**config.mk**
```make
export PLATFORM = sky130hd
export DESIGN_NAME = lif_neuron_multi
export DESIGN_NICKNAME = d
export VERILOG_FILES = /design/src/rtl/lif_neuron_multi.sv
export SDC_FILE = /design/constraint.sdc
export NUM_CORES = 1
export LEC_CHECK = 0
export BUFFER_PORTS_ARGS = -buffer_cell sky130_fd_sc_hd__buf_2
export CORE_ASPECT_RATIO = 1.5
export CORE_UTILIZATION = 53
export DETAILED_ROUTE_END_ITERATION = 8
export GPL_TIMING_DRIVEN = 0
export PLACE_DENSITY = 0.74
export SYNTH_ARGS = -nofsm -noshare
export SYNTH_HDL_FRONTEND = slang
export SYNTH_SLANG_ARGS = --single-unit
export TNS_END_PERCENT = 10
```
**constraint.sdc**
```tcl
create_clock -name clk -period 26 [get_ports clk]
set_clock_uncertainty 0.15 [all_clocks]
set_input_delay 5.2 -clock clk [delete_from_list [all_inputs] [get_ports clk]]
set_output_delay 5.2 -clock clk [all_outputs]
set_load 0.03 [all_outputs]
```
**src/rtl/lif_neuron_multi.sv**
```systemverilog
// Multi-input leaky integrate-and-fire neuron with saturating membrane and refractory FSM.
// Define LIF_ADAPT_THRESH_EN to build the adaptive-threshold variant.
module lif_neuron_multi #(
  parameter int NUM_IN     = 4,
  parameter int W_WIDTH    = 8,
  parameter int V_WIDTH    = 16,
  parameter int THRESHOLD  = 20,
  parameter int LEAK       = 1,
  parameter int REFRACT    = 2,
  parameter int RESET_MODE = 0
) (
  input  logic                        clk,
  input  logic                        rst,
  input  logic                        en,
  input  logic [NUM_IN-1:0]           spike_in,
  input  logic [NUM_IN*W_WIDTH-1:0]   weights,
  output logic                        spike_out,
  output logic signed [V_WIDTH-1:0]   v_mem,
  output logic                        refractory,
  output logic signed [V_WIDTH-1:0]   thr_out
);

  localparam int SUM_W = V_WIDTH + $clog2(NUM_IN) + 2;
  localparam int CNT_W = (REFRACT > 1) ? $clog2(REFRACT + 1) : 1;

  localparam logic [0:0] ST_INTEGRATE  = 1'b0;
  localparam logic [0:0] ST_REFRACTORY = 1'b1;

  localparam logic signed [SUM_W-1:0] V_MAX    = {{(SUM_W-V_WIDTH+1){1'b0}}, {(V_WIDTH-1){1'b1}}};
  localparam logic signed [SUM_W-1:0] V_MIN    = {{(SUM_W-V_WIDTH+1){1'b1}}, {(V_WIDTH-1){1'b0}}};
  localparam logic signed [SUM_W-1:0] ZERO_S   = '0;
  localparam logic signed [SUM_W-1:0] LEAK_S   = SUM_W'(LEAK);
  localparam logic signed [V_WIDTH-1:0] THR_V  = V_WIDTH'(THRESHOLD);
  localparam logic [CNT_W-1:0]        CNT_ONE  = CNT_W'(1);

  // Clamp a wide intermediate into the signed membrane range; never wraps.
  function automatic logic signed [V_WIDTH-1:0] sat_v(input logic signed [SUM_W-1:0] x);
    if (x > V_MAX)      return V_MAX[V_WIDTH-1:0];
    else if (x < V_MIN) return V_MIN[V_WIDTH-1:0];
    else                return x[V_WIDTH-1:0];
  endfunction

  logic [0:0]                 state_q, state_d;
  logic [CNT_W-1:0]           cnt_q, cnt_d;
  logic signed [V_WIDTH-1:0]  v_q, v_d;
  logic                       spike_q, spike_d;
  logic signed [V_WIDTH-1:0]  thr;

  logic signed [SUM_W-1:0]    sum, v_ext, lv, thr_ext;
  logic signed [V_WIDTH-1:0]  v_next;
  logic                       fire;

  always_comb begin
    // NOTE: every combinational output gets a default first so no path leaves it unassigned (no latch).
    sum = '0;
    for (int i = 0; i < NUM_IN; i++) begin
      if (spike_in[i]) sum = sum + SUM_W'($signed(weights[i*W_WIDTH +: W_WIDTH]));
    end
    v_ext   = SUM_W'(v_q);
    thr_ext = SUM_W'(thr);
    lv      = ZERO_S;
    if (v_ext > ZERO_S)      lv = (v_ext > LEAK_S) ? v_ext - LEAK_S : ZERO_S;
    else if (v_ext < ZERO_S) lv = (v_ext < -LEAK_S) ? v_ext + LEAK_S : ZERO_S;
    v_next = sat_v(lv + sum);
    fire   = (SUM_W'(v_next) >= thr_ext);
  end

  always_comb begin
    state_d = state_q;
    cnt_d   = cnt_q;
    v_d     = v_q;
    spike_d = 1'b0;
    if (en) begin
      case (state_q)
        ST_INTEGRATE: begin
          if (fire) begin
            spike_d = 1'b1;
            v_d     = (RESET_MODE == 1) ? sat_v(SUM_W'(v_next) - thr_ext) : '0;
            if (REFRACT > 0) begin
              state_d = ST_REFRACTORY;
              cnt_d   = CNT_W'(REFRACT);
            end
          end else begin
            v_d = v_next;
          end
        end
        ST_REFRACTORY: begin
          // Membrane is frozen; only the countdown moves.
          cnt_d = cnt_q - CNT_ONE;
          if (cnt_q == CNT_ONE) state_d = ST_INTEGRATE;
        end
        default: state_d = ST_INTEGRATE;
      endcase
    end
  end

  always_ff @(posedge clk) begin
    // NOTE: sequential state uses non-blocking assignments so all registers update from the same pre-edge values.
    if (rst) begin
      state_q <= ST_INTEGRATE;
      cnt_q   <= '0;
      v_q     <= '0;
      spike_q <= 1'b0;
    end else begin
      state_q <= state_d;
      cnt_q   <= cnt_d;
      v_q     <= v_d;
      spike_q <= spike_d;
    end
  end

`ifdef LIF_ADAPT_THRESH_EN
  localparam int ADAPT_STEP = 4;
  localparam logic signed [SUM_W-1:0]   ADAPT_S = SUM_W'(ADAPT_STEP);
  localparam logic signed [V_WIDTH-1:0] ONE_V   = V_WIDTH'(1);

  logic signed [V_WIDTH-1:0] thr_q, thr_d;

  // Each spike raises the bar; quiet enabled steps relax it back to the base value.
  always_comb begin
    thr_d = thr_q;
    if (en) begin
      if (spike_d)            thr_d = sat_v(thr_ext + ADAPT_S);
      else if (thr_q > THR_V) thr_d = thr_q - ONE_V;
    end
  end

  always_ff @(posedge clk) begin
    if (rst) thr_q <= THR_V;
    else     thr_q <= thr_d;
  end

  assign thr = thr_q;
`else
  assign thr = THR_V;
`endif

  assign spike_out  = spike_q;
  assign v_mem      = v_q;
  assign refractory = (state_q == ST_REFRACTORY);
  assign thr_out    = thr;

endmodule
```
==> results.ini <==
[critical_path]
slowest_delay_ps = 560
required_ps = 26030
path_common_cell = a21o_1
worstPathArrival_ps = 14830
start_kind = input pin
cp_slowest_cell = or4_4
critPathMaxFanout = 10
path_class = in2reg
cp-end-kind = register

[yosys]
syn-mean-instance-area_sq_um = 7.27
synth_cells = 769
synth-seq-cells = 20
synth-edff-count = 0
synth_area_leaders = ha_1 (15%), a21oi_1 (8.4%), dfxtp_1 (7.2%)
synthSimpleGateAreaFrac_pct = 18.9
synthAdderAreaFrac_pct = 17.3
synth_compound_area_share_pct = 36.1
async_reset_ff_share_pct = 0
yosys.area.top_type = ha_1
yosys_warnings = 0
synth_top_cell_area_share_pct = 15.0
yosysSeqAreaShare_pct = 7.16
synthXorXnorAreaFrac_pct = 9.30
synth_area_sq_mm = 0.00559
yosysUniqueCellTypes = 81
ys.flop_type = dfxtp_1
synth_top_family_by_area = compound AO/OA/AOI/OAI gates
synthMuxAreaShare_pct = 4.67

[status]
outcome = finished, final reports clean

[cells_and_area]
multi_input_area_sq_mm = 0.00489
layout-drive-gt1-share_pct = 13.8
syn2layout_area_growth_pct = 10.5
diodes = 0
fillers = 962
seqCellArea_sq_um = 400
final_nets = 954

[grt]
grt_overflow = 0
grt_usage_pct = 28.8
antenna_found_initial = 0
grt_first_pass_wirelength_um = 25900
grt_pass1_vias = 5777
grt_max_degree = 15

[floorplanning]
initial_core_util_pct = 54.9
dieArea_sq_mm = 0.0110
die_w_um = 85.9
core_sq_mm = 0.0102
num_rows = 45
io_pins = 73
die_h_um = 128

[routing]
vias = 6002
wirelength_um = 15900
vias_per_cell = 6.11
routedWlPerCell_um = 16.2
drt_iter0_markers = 213
drc_errors = 0
firstDrtPassIters = 5
postRouteAntennaNets = 0

[placement]
portBuffers = 54
pre_cts_ws_ps = 11000
place_hpwl_um = 13300
place_congestion = 0.938

[clock_tree]
post_cts_buffers = 0
cts-root-buf = clkbuf_16
cts.sinks = 20
insertion_delay_ps = 260
htreeDepth = 1
path_clk_slew_ps = 60
post_cts_resized = 0
cts_tree = built
cts_buffers = 3
clk_path_buf_depth = 2
ctsHoldBuffers = 0

[sta]
min_period_ps = 14800
rsz0062_at_grt = no
worst_pin_slew_ps = 1200
maxSlewHeadroom_pct = 18.7
fin_crit_sh_pct = 56.9
setup_tns_ps = 0
fin_ws_ps = 11200
slew_violations = 0
hold_viol = 0
max_freq_mhz = 67.5
finalSetupViolCount = 0

[flow_run]
drv_cap = 0

[min_path]
holdCritPathClass = reg2reg

## metal layers
layer  vias to the layer above  GRT usage, %  routed length [um]
met2                       169          59.1                8650
met4                         0          15.9                 831
met5                         -             0                   0
met1                      2774          27.6                5920
li1                       3002             -                   -
met3                        57          1.55                 492
## synth_stat cells, drive strengths merged, types with 3 or more instances
master	instances
o21a	16
a2111oi	3
clkbuf	21
nor4	3
or2	3
nor3	12
a311oi	3
o22ai	3
nand4	8
fa	6
nor2b	9
nand3b	3
nand2	65
or3	8
a21boi	15
a211o	5
xor2	19
o21bai	12
buf	21
mux2	17
a31o	5
a21oi	95
nor2	63
a21o	21
or4	4
o22a	3
o31ai	8
inv	34
nand3	10
a31oi	8
o21ai	45
nand2b	7
a211oi	12
ha	67
mux2i	7
xnor2	37
o211ai	7
dfxtp	20
and3	7
a221oi	5
and2	8
a22oi	13
## worst paths after layout
kind                                   from         to  slack, ps  depth (start not counted)
worst max-delay path            spike_in[0]  v_mem[10]      11200                         43
worst min-delay path               cnt_q[1]   cnt_q[1]        340                          2
worst max register to register     v_mem[6]  v_mem[10]      18470                         25
worst min register to register     cnt_q[1]   cnt_q[1]        340                          2
## critical path: cells and delay by family
kind / cells / cell delay, ps
mux: 2 / 480
simple gates: 10 / 2790
buf+inv: 5 / 660
fa+ha+maj: 7 / 2100
compound gates: 17 / 3440
xor+xnor: 2 / 160
## cells in the final DEF (no fill, tap or decap), drive strengths merged, types with 10 or more instances in the layout
| cell type | count |
|---|---|
| a211oi | 12 |
| a21boi | 15 |
| a21o | 21 |
| a21oi | 95 |
| a22oi | 13 |
| buf | 75 |
| clkbuf | 25 |
| conb | 16 |
| dfxtp | 20 |
| ha | 67 |
| inv | 34 |
| mux2 | 17 |
| nand2 | 65 |
| nand3 | 10 |
| nor2 | 63 |
| nor3 | 12 |
| o21a | 16 |
| o21ai | 45 |
| o21bai | 12 |
| xnor2 | 37 |
| xor2 | 19 |
## cell families after synthesis
group	Yosys count
and+or+nand+nor	217
muxes	24
adders and majority gates	74
AOI/OAI and AO/OA	298
buffers and inverters	77
DFF	20
xor gates and xnor gates	57
other	2
## registers in the layout, indices dropped and copies added (netlist names)
register,count
v_mem,16
cnt_q,2
refractory,1
spike_out,1
## metrics by stage
step / area, sq um / hold WS [ps] / util [%] / instances
after CTS: 6180 / 340 / 60.7 / 982
after detailed placement: 6090 / 332 / 59.8 / 978
after global placement: 6090 / 322 / 59.8 / 978
after global routing: 6180 / 367 / 60.7 / 982
after floorplan: 5650 / 300 / - / 783
final: 6180 / 341 / 60.7 / 982
## area by class of cell
class                   count  share of cell area, %
plain buffers              42                   3.66
clock buffers               4                   1.44
inverters                  35                   2.13
multi-input cells         686                   79.1
flip-flops and latches     20                   6.48
well taps                 141                   2.85
repair buffers             54                   4.37
Power is left out: the tool's default activity adds up to more than one toggle a clock period on the data nets, which glitch-free logic cannot reach.
